<file path="src/rtl/edge_pkg.sv">
// Types and defaults shared across the edge-detection pipeline stages.
package edge_pkg;

  typedef enum logic [1:0] {
    ANG_0   = 2'd0,
    ANG_45  = 2'd1,
    ANG_90  = 2'd2,
    ANG_135 = 2'd3
  } angle_e;

  localparam int unsigned DEF_WIDTH  = 18;
  localparam int unsigned DEF_HEIGHT = 18;
  localparam int unsigned DEF_MAG_W  = 5;

  typedef struct packed {
    logic [DEF_MAG_W-1:0] mag;
    angle_e               ang;
  } pixel_t;

endpackage

</file>
<file path="src/rtl/nms_line_buffer.sv">
// Enable-gated shift register holding one image row of {mag, ang} entries.
module nms_line_buffer #(
  parameter int unsigned DEPTH  = 18,
  parameter int unsigned DATA_W = 7
) (
  input  logic              clk,
  input  logic              reset,
  input  logic              en,
  input  logic [DATA_W-1:0] din,
  output logic [DATA_W-1:0] dout
);

  logic [DATA_W-1:0] sr [DEPTH];

  always_ff @(posedge clk or negedge reset) begin
    if (!reset) begin
      for (int unsigned i = 0; i < DEPTH; i++) sr[i] <= '0;
    end else if (en) begin
      sr[0] <= din;
      for (int unsigned i = 1; i < DEPTH; i++) sr[i] <= sr[i-1];
    end
  end

  assign dout = sr[DEPTH-1];

endmodule

</file>
<file path="src/rtl/nms_stage.sv">
// Non-maximum suppression: thins the Sobel magnitude stream along the
// quantised gradient direction, emitting only interior pixels.
module nms_stage
  import edge_pkg::*;
#(
  parameter int unsigned WIDTH  = DEF_WIDTH,
  parameter int unsigned HEIGHT = DEF_HEIGHT,
  parameter int unsigned MAG_W  = DEF_MAG_W
) (
  input  logic             clk,
  input  logic             reset,
  input  logic             in_valid,
  input  logic [MAG_W-1:0] in_mag,
  input  logic [1:0]       in_ang,
  output logic             out_valid,
  output logic [MAG_W-1:0] out_mag,
  output logic             out_last
);

  localparam int unsigned PIX_W = MAG_W + 2;
  localparam int unsigned COL_W = $clog2(WIDTH);
  localparam int unsigned ROW_W = $clog2(HEIGHT);

  logic [COL_W-1:0] col;
  logic [ROW_W-1:0] row;
  logic             col_end;
  logic             row_end;

  assign col_end = (col == COL_W'(WIDTH - 1));
  assign row_end = (row == ROW_W'(HEIGHT - 1));

  always_ff @(posedge clk or negedge reset) begin
    if (!reset) begin
      col <= '0;
      row <= '0;
    end else if (in_valid) begin
      if (col_end) begin
        col <= '0;
        row <= row_end ? '0 : row + ROW_W'(1);
      end else begin
        col <= col + COL_W'(1);
      end
    end
  end

  logic [PIX_W-1:0] pix_in;
  logic [PIX_W-1:0] lb1_out;
  logic [PIX_W-1:0] lb2_out;

  assign pix_in = {in_mag, in_ang};

  nms_line_buffer #(.DEPTH(WIDTH), .DATA_W(PIX_W)) u_lb1 (
    .clk   (clk),
    .reset (reset),
    .en    (in_valid),
    .din   (pix_in),
    .dout  (lb1_out)
  );

  nms_line_buffer #(.DEPTH(WIDTH), .DATA_W(PIX_W)) u_lb2 (
    .clk   (clk),
    .reset (reset),
    .en    (in_valid),
    .din   (lb1_out),
    .dout  (lb2_out)
  );

  // The 3x3 window is two registered columns (c-2, c-1) plus the live
  // column c, so the decision for centre (r-1,c-1) lands on the edge
  // that accepts (r,c). Rows: 0 = r-2 (N), 1 = r-1, 2 = r (S).
  logic [PIX_W-1:0] win [3][2];

  always_ff @(posedge clk or negedge reset) begin
    if (!reset) begin
      for (int unsigned y = 0; y < 3; y++) begin
        win[y][0] <= '0;
        win[y][1] <= '0;
      end
    end else if (in_valid) begin
      for (int unsigned y = 0; y < 3; y++) win[y][0] <= win[y][1];
      win[0][1] <= lb2_out;
      win[1][1] <= lb1_out;
      win[2][1] <= pix_in;
    end
  end

  logic [MAG_W-1:0] vmag [3][3];
  logic [MAG_W-1:0] centre;
  logic [MAG_W-1:0] nb_a;
  logic [MAG_W-1:0] nb_b;
  logic             keep;
  logic             emit;
  logic             unused_ang;

  assign unused_ang = ^{win[0][0][1:0], win[1][0][1:0], win[2][0][1:0]};

  always_comb begin
    for (int unsigned y = 0; y < 3; y++) begin
      vmag[y][0] = win[y][0][PIX_W-1:2];
      vmag[y][1] = win[y][1][PIX_W-1:2];
    end
    vmag[0][2] = lb2_out[PIX_W-1:2];
    vmag[1][2] = lb1_out[PIX_W-1:2];
    vmag[2][2] = in_mag;

    centre = vmag[1][1];
    nb_a   = '0;
    nb_b   = '0;
    case (angle_e'(win[1][1][1:0]))
      ANG_0:   begin nb_a = vmag[1][0]; nb_b = vmag[1][2]; end
      ANG_45:  begin nb_a = vmag[0][2]; nb_b = vmag[2][0]; end
      ANG_90:  begin nb_a = vmag[0][1]; nb_b = vmag[2][1]; end
      ANG_135: begin nb_a = vmag[0][0]; nb_b = vmag[2][2]; end
      default: begin nb_a = '0;         nb_b = '0;         end
    endcase
    keep = (centre >= nb_a) && (centre >= nb_b);
    emit = in_valid && (row >= ROW_W'(2)) && (col >= COL_W'(2));
  end

  always_ff @(posedge clk or negedge reset) begin
    if (!reset) begin
      out_valid <= 1'b0;
      out_mag   <= '0;
      out_last  <= 1'b0;
    end else begin
      out_valid <= emit;
      out_last  <= emit && row_end && col_end;
      if (emit) out_mag <= keep ? centre : '0;
    end
  end

endmodule

</file>
<file path="config.mk">
export PLATFORM = sky130hd
export DESIGN_NAME = nms_stage
export DESIGN_NICKNAME = d
export VERILOG_FILES = /design/src/rtl/edge_pkg.sv /design/src/rtl/nms_line_buffer.sv /design/src/rtl/nms_stage.sv
export SDC_FILE = /design/constraint.sdc
export NUM_CORES = 1
export LEC_CHECK = 0
export ABC_AREA = 0
export CAP_MARGIN = 30
export CORE_MARGIN = 5
export CORE_UTILIZATION = 35
export DETAILED_ROUTE_END_ITERATION = 8
export PLACE_DENSITY_LB_ADDON = 0.3
export SLEW_MARGIN = 40
export SYNTH_ARGS = -nofsm -noshare
export SYNTH_HDL_FRONTEND = slang
export SYNTH_SLANG_ARGS = --single-unit
export TNS_END_PERCENT = 30
</file>
<file path="constraint.sdc">
create_clock -name clk -period 2.9 [get_ports clk]
set_input_delay 0.58 -clock clk [delete_from_list [all_inputs] [get_ports clk]]
set_output_delay 0.58 -clock clk [all_outputs]
set_load 0.02 [all_outputs]
</file>
### Yosys cells after proc, flatten, opt, wreduce, memory -nomap -nowiden

Cells that the tools add are included.

* register bits after elaboration: 283
* input port bits: 10
* output and inout bits: 7
* word-level logic and storage cells: 66

* add/sub/neg operators: 2
* order comparisons: 4
* eq/ne operators: 5
* mux-type cells: 5
* reductions and logical operators: 7

Operator list (number)
* $pmux 5 s4: 2
* $mux 5: 3
* $add 5x1->5 const B: 2
* $eq 5x5->1 const B: 2
* $ge 5x2->1 const B: 2
* $ge 5x5->1: 2
* $logic_and 1x1->1: 5
* $eq 2x2->1 const B: 2
* $eq 2x1->1 const B: 1
* $logic_not 2->1: 1
* $reduce_and 2->1: 1

### Logic depth before layout (Yosys ltp)

Gate-level depths: netlist (run 1).

* word-level depth: 5
* mapped depth: 9
* depth with buffers taken out: 8

### Modules after synthesis

From an unflattened synthesis (run 1), not the netlist that was laid out.

* cell total of the unflattened synthesis: 744
* area, all modules: 12258.0 um^2

Modules (own cells, without submodules)
* nms_line_buffer: instances 2, cells an instance 273, area an instance 4882.2 um^2, sequential area each 3153.0 um^2
* nms_stage: instances 1, cells an instance 198, area an instance 2493.6 um^2, sequential area each 1226.2 um^2

### Worst setup path after synthesis (run 1)

OpenSTA, ideal clock, no wires.

* kind: register to register
* from: register u_lb2.sr[120] (netlist name)
* to: register out_mag[0]
* setup time: 0.082 ns
* arrival: 1.991 ns
* required time: 2.818 ns
* setup slack: 0.826 ns
* stages on the path, launching flop included: 9
* buffers on the path: 1
* period minus slack after synthesis: 2.074 ns
* path through: dfrtp_1 -> buf_2 -> mux4_2 -> ha_1 -> nor2b_1 -> o21ai_1 -> nand3_1 -> a22o_1 -> o22ai_1

RTL lines
* end signal: assignment: line nms_stage.sv:128 `if (emit) out_mag <= keep ? centre : '0;`
* end: declaration: line nms_stage.sv:16 `output logic [MAG_W-1:0] out_mag,`

==> results of run 1 <==
[synth_stat cells (all sizes together), types with 2 or more instances]
| cell type | number |
|---|---|
| nand2 | 13 |
| nand4 | 3 |
| buf | 31 |
| nor3 | 2 |
| a21oi | 6 |
| mux4 | 10 |
| mux2 | 227 |
| xnor2 | 2 |
| nand3b | 2 |
| o22ai | 5 |
| dfrtp | 245 |
| inv | 18 |
| nor2b | 2 |
| xor2 | 2 |
| o21ai | 9 |
| nor2 | 6 |
| ha | 16 |
| nand3 | 6 |
[logic make-up after synthesis]
kind of cell               count (synthesis)
AOI/OAI and AO/OA                         22
xor gates and xnor gates                   4
adders and majority gates                 16
buffers and inverters                     49
DFF                                      245
muxes                                    238
and+or+nand+nor                           38
[per-layer routing]
metal | share of wire | GRT usage | up-vias
met4 | 0.021 | 0.0255 | 2
met2 | 0.47 | 0.158 | 55
met3 | 0.044 | 0.0229 | 24
met1 | 0.46 | 0.130 | 2436
li1 | - | - | 2196
met5 | 0.00090 | 0 | -
[per-stage QoR]
stage                     hold slack, ns  total power (uW)  cells  cell area (sq um)
final                              0.478             10300   1032              11200
after global routing               0.492             11000   1032              11200
after CTS                          0.134             10500   1030              11200
after detailed placement           0.471              7240    984              10300
after global placement             0.463              7050    984              10300
after floorplan                    0.284              6570    612               9740
[area by class of cell]
| class | instances | area [sq um] | share of cell area |
|---|---|---|---|
| clock buffer | 38 | 757 | 0.0676 |
| clock inverter | 8 | 68.8 | 0.00615 |
| inverter | 18 | 67.6 | 0.00603 |
| multi-input combinational | 318 | 3370 | 0.301 |
| sequential | 245 | 6130 | 0.548 |
| tap | 378 | 473 | 0.0422 |
| timing repair buffer | 27 | 325 | 0.0291 |
[worst paths after layout]
check | from | cells after the start | slack, ns | end
worst max register to register | u_lb2.sr[120] | 7 | 0.49 | out_mag[1]
worst min-delay path | u_lb1.sr[49] | 1 | 0.48 | u_lb1.sr[49]
worst min register to register | u_lb1.sr[49] | 1 | 0.48 | u_lb1.sr[49]
max in group asynchronous | reset | 4 | 1.45 | u_lb1.sr[35]
worst max-delay path | u_lb2.sr[120] | 7 | 0.49 | out_mag[1]
min in group asynchronous | reset | 2 | 0.52 | u_lb2.sr[58]
[power groups by stage]
stage,logic (uW),clock network [uW],registers [uW]
final,1850,3150,5260
after global routing,2130,3400,5440
after CTS,1900,3280,5290
after detailed placement,1880,0,5350
after global placement,1780,0,5270
after floorplan,1500,0,5070
[sequential cells by signal (all words and copies together), names as in the netlist]
signal and cells:
out_mag 5, col 5, u_lb2.sr 87, u_lb1.dout 7
u_lb1.sr 119, out_last 1, row 5, out_valid 1
vmag 10, u_lb2.dout 5
[layout by cell type, fill, tap and decap left out, types with 3 or more instances in the layout]
cell type	netlist	final
mux2_1	227	227
nand2_1	13	13
nand4_1	3	3
clkbuf_1	0	7
o22ai_1	4	4
o21ai_1	7	7
inv_1	18	18
mux4_2	10	10
dfrtp_1	245	245
clkbuf_16	0	27
nand3_1	6	6
nor2_1	4	4
buf_4	2	5
buf_12	0	4
ha_1	16	16
clkbuf_8	0	4
clkdlybuf4s50_1	0	14
clkinv_2	0	6
a21oi_1	5	5
[critical path: cells and delay by family, from the launching register on]
family | cells | cell delay (ns)
adders and majority gates | 1 | 0.28
DFF | 1 | 0.70
muxes | 1 | 0.58
and+or+nand+nor | 2 | 0.24
AOI/OAI and AO/OA | 3 | 0.46
[timing repair]
action                                 CTS  global route
endpoints found under the hold margin    0            22
setup buffers                            0             0
gates resized for setup                  0             0
hold buffers                             0             1
==> metrics.txt, run 1 <==
status finished, final reports clean; Sw Ratio 0.265; setup ws final approximately 0.5 ns; die height around 180 um; Worst setup EP type register; Max H-tree Level 1; number of synthesized flops with an enable pin 0; Initial Util 0.353; first-pass GRT wire length 25700 um; clk sink count approximately 250; Largest stage delay, worst path 0.70 ns; maximum vdd drop 453 uV; grt ovf 0; Cell Int Power 7540 uW; WL per Instance ~14 um; clk root buf clkbuf_16; CTS tree yes; CTS clk-pin slew, worst paths 0.06 ns; Post-Synth XOR/XNOR Area 0.00360; WS Path Type register to register; core region area between 0.02 and 0.03 sq mm; Distinct cells, synth 31; top_reg_cell synth dfrtp_1; Post-Syn Instances 612; Seq pwr share 0.513; max cap viols 0; Syn Nets around 640; GRT Total Usage 0.0966; Num CTS Buffers 26; Async S/R FF share, synth 1.00; fillers 2536; final number of max-transition violations 0; Yosys top cell area share 0.629; clock latency at the later pin of the worst-skew pair 0.51 ns; largest net degree at the start of global routing 98; critical path's slowest cell dfrtp_1; vias per inst 4.57; post-route ant nets 0; total wire length ~14000 um; Ports 17; average cell area after synthesis 15.9 sq um; Comb power frac 0.180; unrepaired setup endpoints after global routing no; DR vias 4713; Synth Area in Simple Gates 0.0200; DRT iter0 DRCs 172; area delta synth->final 15.0%; Synth Area in Compound Gates 0.0157; drt first pass iters 4; Synth Register Bits approximately 250; Die ar. 0.0313 sq mm; fraction of synthesized area in multiplexers 0.287; vias in the first global route 5247; clk_skew 0.00605 ns; pwr dens 916 mW/mm^2; I/O Buffers 16; Final Util 0.405; DP HPWL 9090 um; Final #Nets 662; Synth Area in Adders 0.0206; pre-CTS WS 0.276 ns; crit-path cells mux4_2, ha_1, nor2b_1, o21ai_1, nand3_1, a22o_1, o22ai_1; chip width 177 um; worst path required time roughly 3.3 ns; routability cong. 0.762; fin crit share 0.831; setup_tns 0 ns; diode count 0; P_sw 2720 uW; setup violators final 0; YS warnings 0; Hold Path Class register to register; sequential share of the synthesized area 0.629; Worst setup SP type register; worst path arrival time 2.78 ns; relative slew slack 0.620; largest family of logic cells by synthesized area multiplexers; layout cells sized above 1 0.104; Pleak 0.00513 uW; CTS max path bufs 3; fmax 415 MHz; min Tclk post-route 2.41 ns; DRC 0; Slew @ Worst Pin 0.570 ns; # rows 61; post-synth top area cell dfrtp_1; mapped cell area a little under 0.01 sq mm; Hold Vio Cnt, Final 0; CP max FO 11; clock network power share 0.307; initial antenna violation count 1; largest cells by area after synthesis dfrtp_1 63%, mux2_1 26%, mux4_2 2.3%
No activity file was read; power rests on OpenSTA's default activity.
==> run 2, diff against run 1 <==
==> constraint.sdc (replaced) <==
create_clock -name clk -period 2.4 [get_ports clk]
set_input_delay 0.48 -clock clk [delete_from_list [all_inputs] [get_ports clk]]
set_output_delay 0.48 -clock clk [all_outputs]
set_load 0.02 [all_outputs]
==> run 2 against run 1 <==
Wire length decreased by 3.4%. Power increased by 21%. Combinational power increased by 23%. Clock-buffer cell count decreased by 1. Highest routed layer unchanged.
==> metrics.txt, run 2 (synthesized netlist as in run 1, its figures left out) <==
Sw Ratio 0.264; Worst setup SP type register; CTS tree yes; Initial Util 0.353; CP max FO 5; R2R Path Start u_lb2.sr[120]; layout cells sized above 1 0.107; I/O Buffers 16; setup_tns 0 ns; post-route ant nets 0; largest net degree at the start of global routing 63; initial antenna violation count 1; DP HPWL 8810 um; commonest non-fill, non-tap cells in the layout 244 x dfrtp_1, 227 x mux2_1, 25 x clkbuf_16; HP Start in_valid; max cap viols 0; total wire length 13900 um; Ports 17; hold path depth 3; Largest stage delay, worst path approximately 0.49 ns; critical path's slowest cell mux4_2; Comb power frac 0.184; DR vias 4704; unrepaired setup endpoints after global routing no; Hold Path Class primary input to register; Non-Filler Instances 1030; hold slack final ~0.46 ns; CTS clk-pin slew, worst paths 0.06 ns; Num CTS Buffers 25; Pleak 0.00513 uW; CTS max path bufs 3; maximum vdd drop 743 uV; flop2flop setup slack 0.26 ns; clk root buf clkbuf_16; area delta synth->final 14.9%; die height 177 um; clk_skew approximately 0.0097 ns; DRT iter0 DRCs 266; diode count 0; GRT Total Usage 0.0935; Final #Nets 661; relative slew slack 0.621; Seq pwr share 0.511; first-pass GRT wire length 25200 um; worst path arrival time 2.56 ns; Worst setup EP type register; Inst Count DP 985; clock latency at the later pin of the worst-skew pair 0.51 ns; final number of max-transition violations 0; Die ar. 0.0313 sq mm; Cell Int Power 9110 uW; DRC 0; setup violators final 0; clock network power share 0.305; RR Endpoint out_mag[1]; WL per Instance 13.5 um; P_sw 3260 uW; grt ovf 0; core region area between 0.02 and 0.03 sq mm; pwr dens about 1100 mW/mm^2; vias in the first global route 5090; min Tclk post-route ~2.1 ns; status finished, final reports clean; Hold Crit Endpoint out_valid; clk sink count roughly 250; chip width 177 um; crit-path cells buf_4, mux4_2, ha_1, nor2b_1, o21ai_1, nand3_1, a22o_1, o22ai_1; Slew @ Worst Pin about 0.57 ns; commonest non-fill, non-tap cell in the layout dfrtp_1; worst path required time 2.82 ns; Reg2Reg Depth 8; Max H-tree Level 1; WS Path Type register to register; # rows 61; Hold Vio Cnt, Final 0; max reg flops 119; vias per inst around 4.6; Most flops, register u_lb1.sr; fin crit share 0.893; routability cong. around 0.74; Final Power approximately 12000 uW; fmax ~470 MHz; drt first pass iters 4
-- run 2: cell types whose count changed in the layout (fill, tap and decap cells not counted), sizes merged --
cell,change
clkinv,-3
inv,+1
clkinvlp,+1
clkbuf,-1
-- run 2: power by group through the flow --
| stage | combinational (uW) | sequential (uW) | clock (uW) |
|---|---|---|---|
| final | 2270 | 6330 | 3770 |
| after CTS | 2350 | 6360 | 3910 |
| after floorplan | 1810 | 6120 | 0 |
| after global routing | 2620 | 6530 | 4070 |
| after global placement | 2190 | 6360 | 0 |
| after detailed placement | 2330 | 6430 | 0 |
-- run 2: metrics by stage --
stage          instance area (sq um)   util  setup WS [ns]
2_1_floorplan                   9740      -          0.326
3_3_place_gp                   10400  0.375        -0.0720
3_5_place_dp                   10400  0.375         -0.155
4_1_cts                        11200  0.405         0.0109
5_1_grt                        11200  0.405         0.0477
6_report                       11200  0.405          0.258
-- run 2: worst max-delay path: cells and delay by family (launching register included) --
kind / cells / cell delay, ns
muxes: 1 / 0.49
adders and majority gates: 1 / 0.28
and+or+nand+nor: 2 / 0.14
AOI/OAI and AO/OA: 3 / 0.63
DFF: 1 / 0.35
buffers and inverters: 1 / 0.15
-- run 2: how the worst max path moves through the flow --
| stage | start | endpoint | slack (ns) |
|---|---|---|---|
| 2_1_floorplan | u_lb2.sr[120] | out_mag[0] | 0.33 |
| 3_3_place_gp | in_mag[0] | out_mag[0] | -0.07 |
| 3_5_place_dp | in_mag[0] | out_mag[1] | -0.16 |
| 4_1_cts | u_lb2.sr[119] | out_mag[1] | 0.01 |
| 5_1_grt | u_lb2.sr[120] | out_mag[1] | 0.05 |
| 6_report | u_lb2.sr[120] | out_mag[1] | 0.26 |
-- run 2: what timing repair did --
| action | in CTS | in global routing |
|---|---|---|
| resized for setup | 0 | 1 |
| endpoints found under the setup margin | 0 | 5 |
| hold endpoints to repair | 50 | 0 |
| setup buffers | 0 | 0 |
| hold buffers | 1 | 0 |
-- run 2: per-layer routing --
| metal | part of all wire | vias up | wire [um] | GRT usage |
|---|---|---|---|---|
| met5 | 0.0014 | - | 20 | 0 |
| met4 | 0.018 | 2 | 247 | 0.0206 |
| met3 | 0.041 | 22 | 569 | 0.0233 |
| met2 | 0.45 | 58 | 6330 | 0.145 |
| met1 | 0.49 | 2416 | 6770 | 0.134 |
| li1 | - | 2206 | - | - |
-- run 2: cell type report --
type,count,area (sq um)
clock inverter,7,66.3
tap,378,473
sequential,245,6130
multi-input combinational,318,3370
inverter,18,67.6
timing repair buffer,27,330
fill,2528,16400
clock buffer,37,751
==> run 3, diff against run 2 <==
--- a/config.mk
+++ b/config.mk
@@ -6,7 +6,7 @@
 export NUM_CORES = 1
 export LEC_CHECK = 0
 export ABC_AREA = 0
-export CAP_MARGIN = 30
+export CAP_MARGIN = 0
 export CORE_MARGIN = 5
 export CORE_UTILIZATION = 35
 export DETAILED_ROUTE_END_ITERATION = 8
==> results of run 3 <==
Final layout, timing and power as in run 2 (identical DEF).
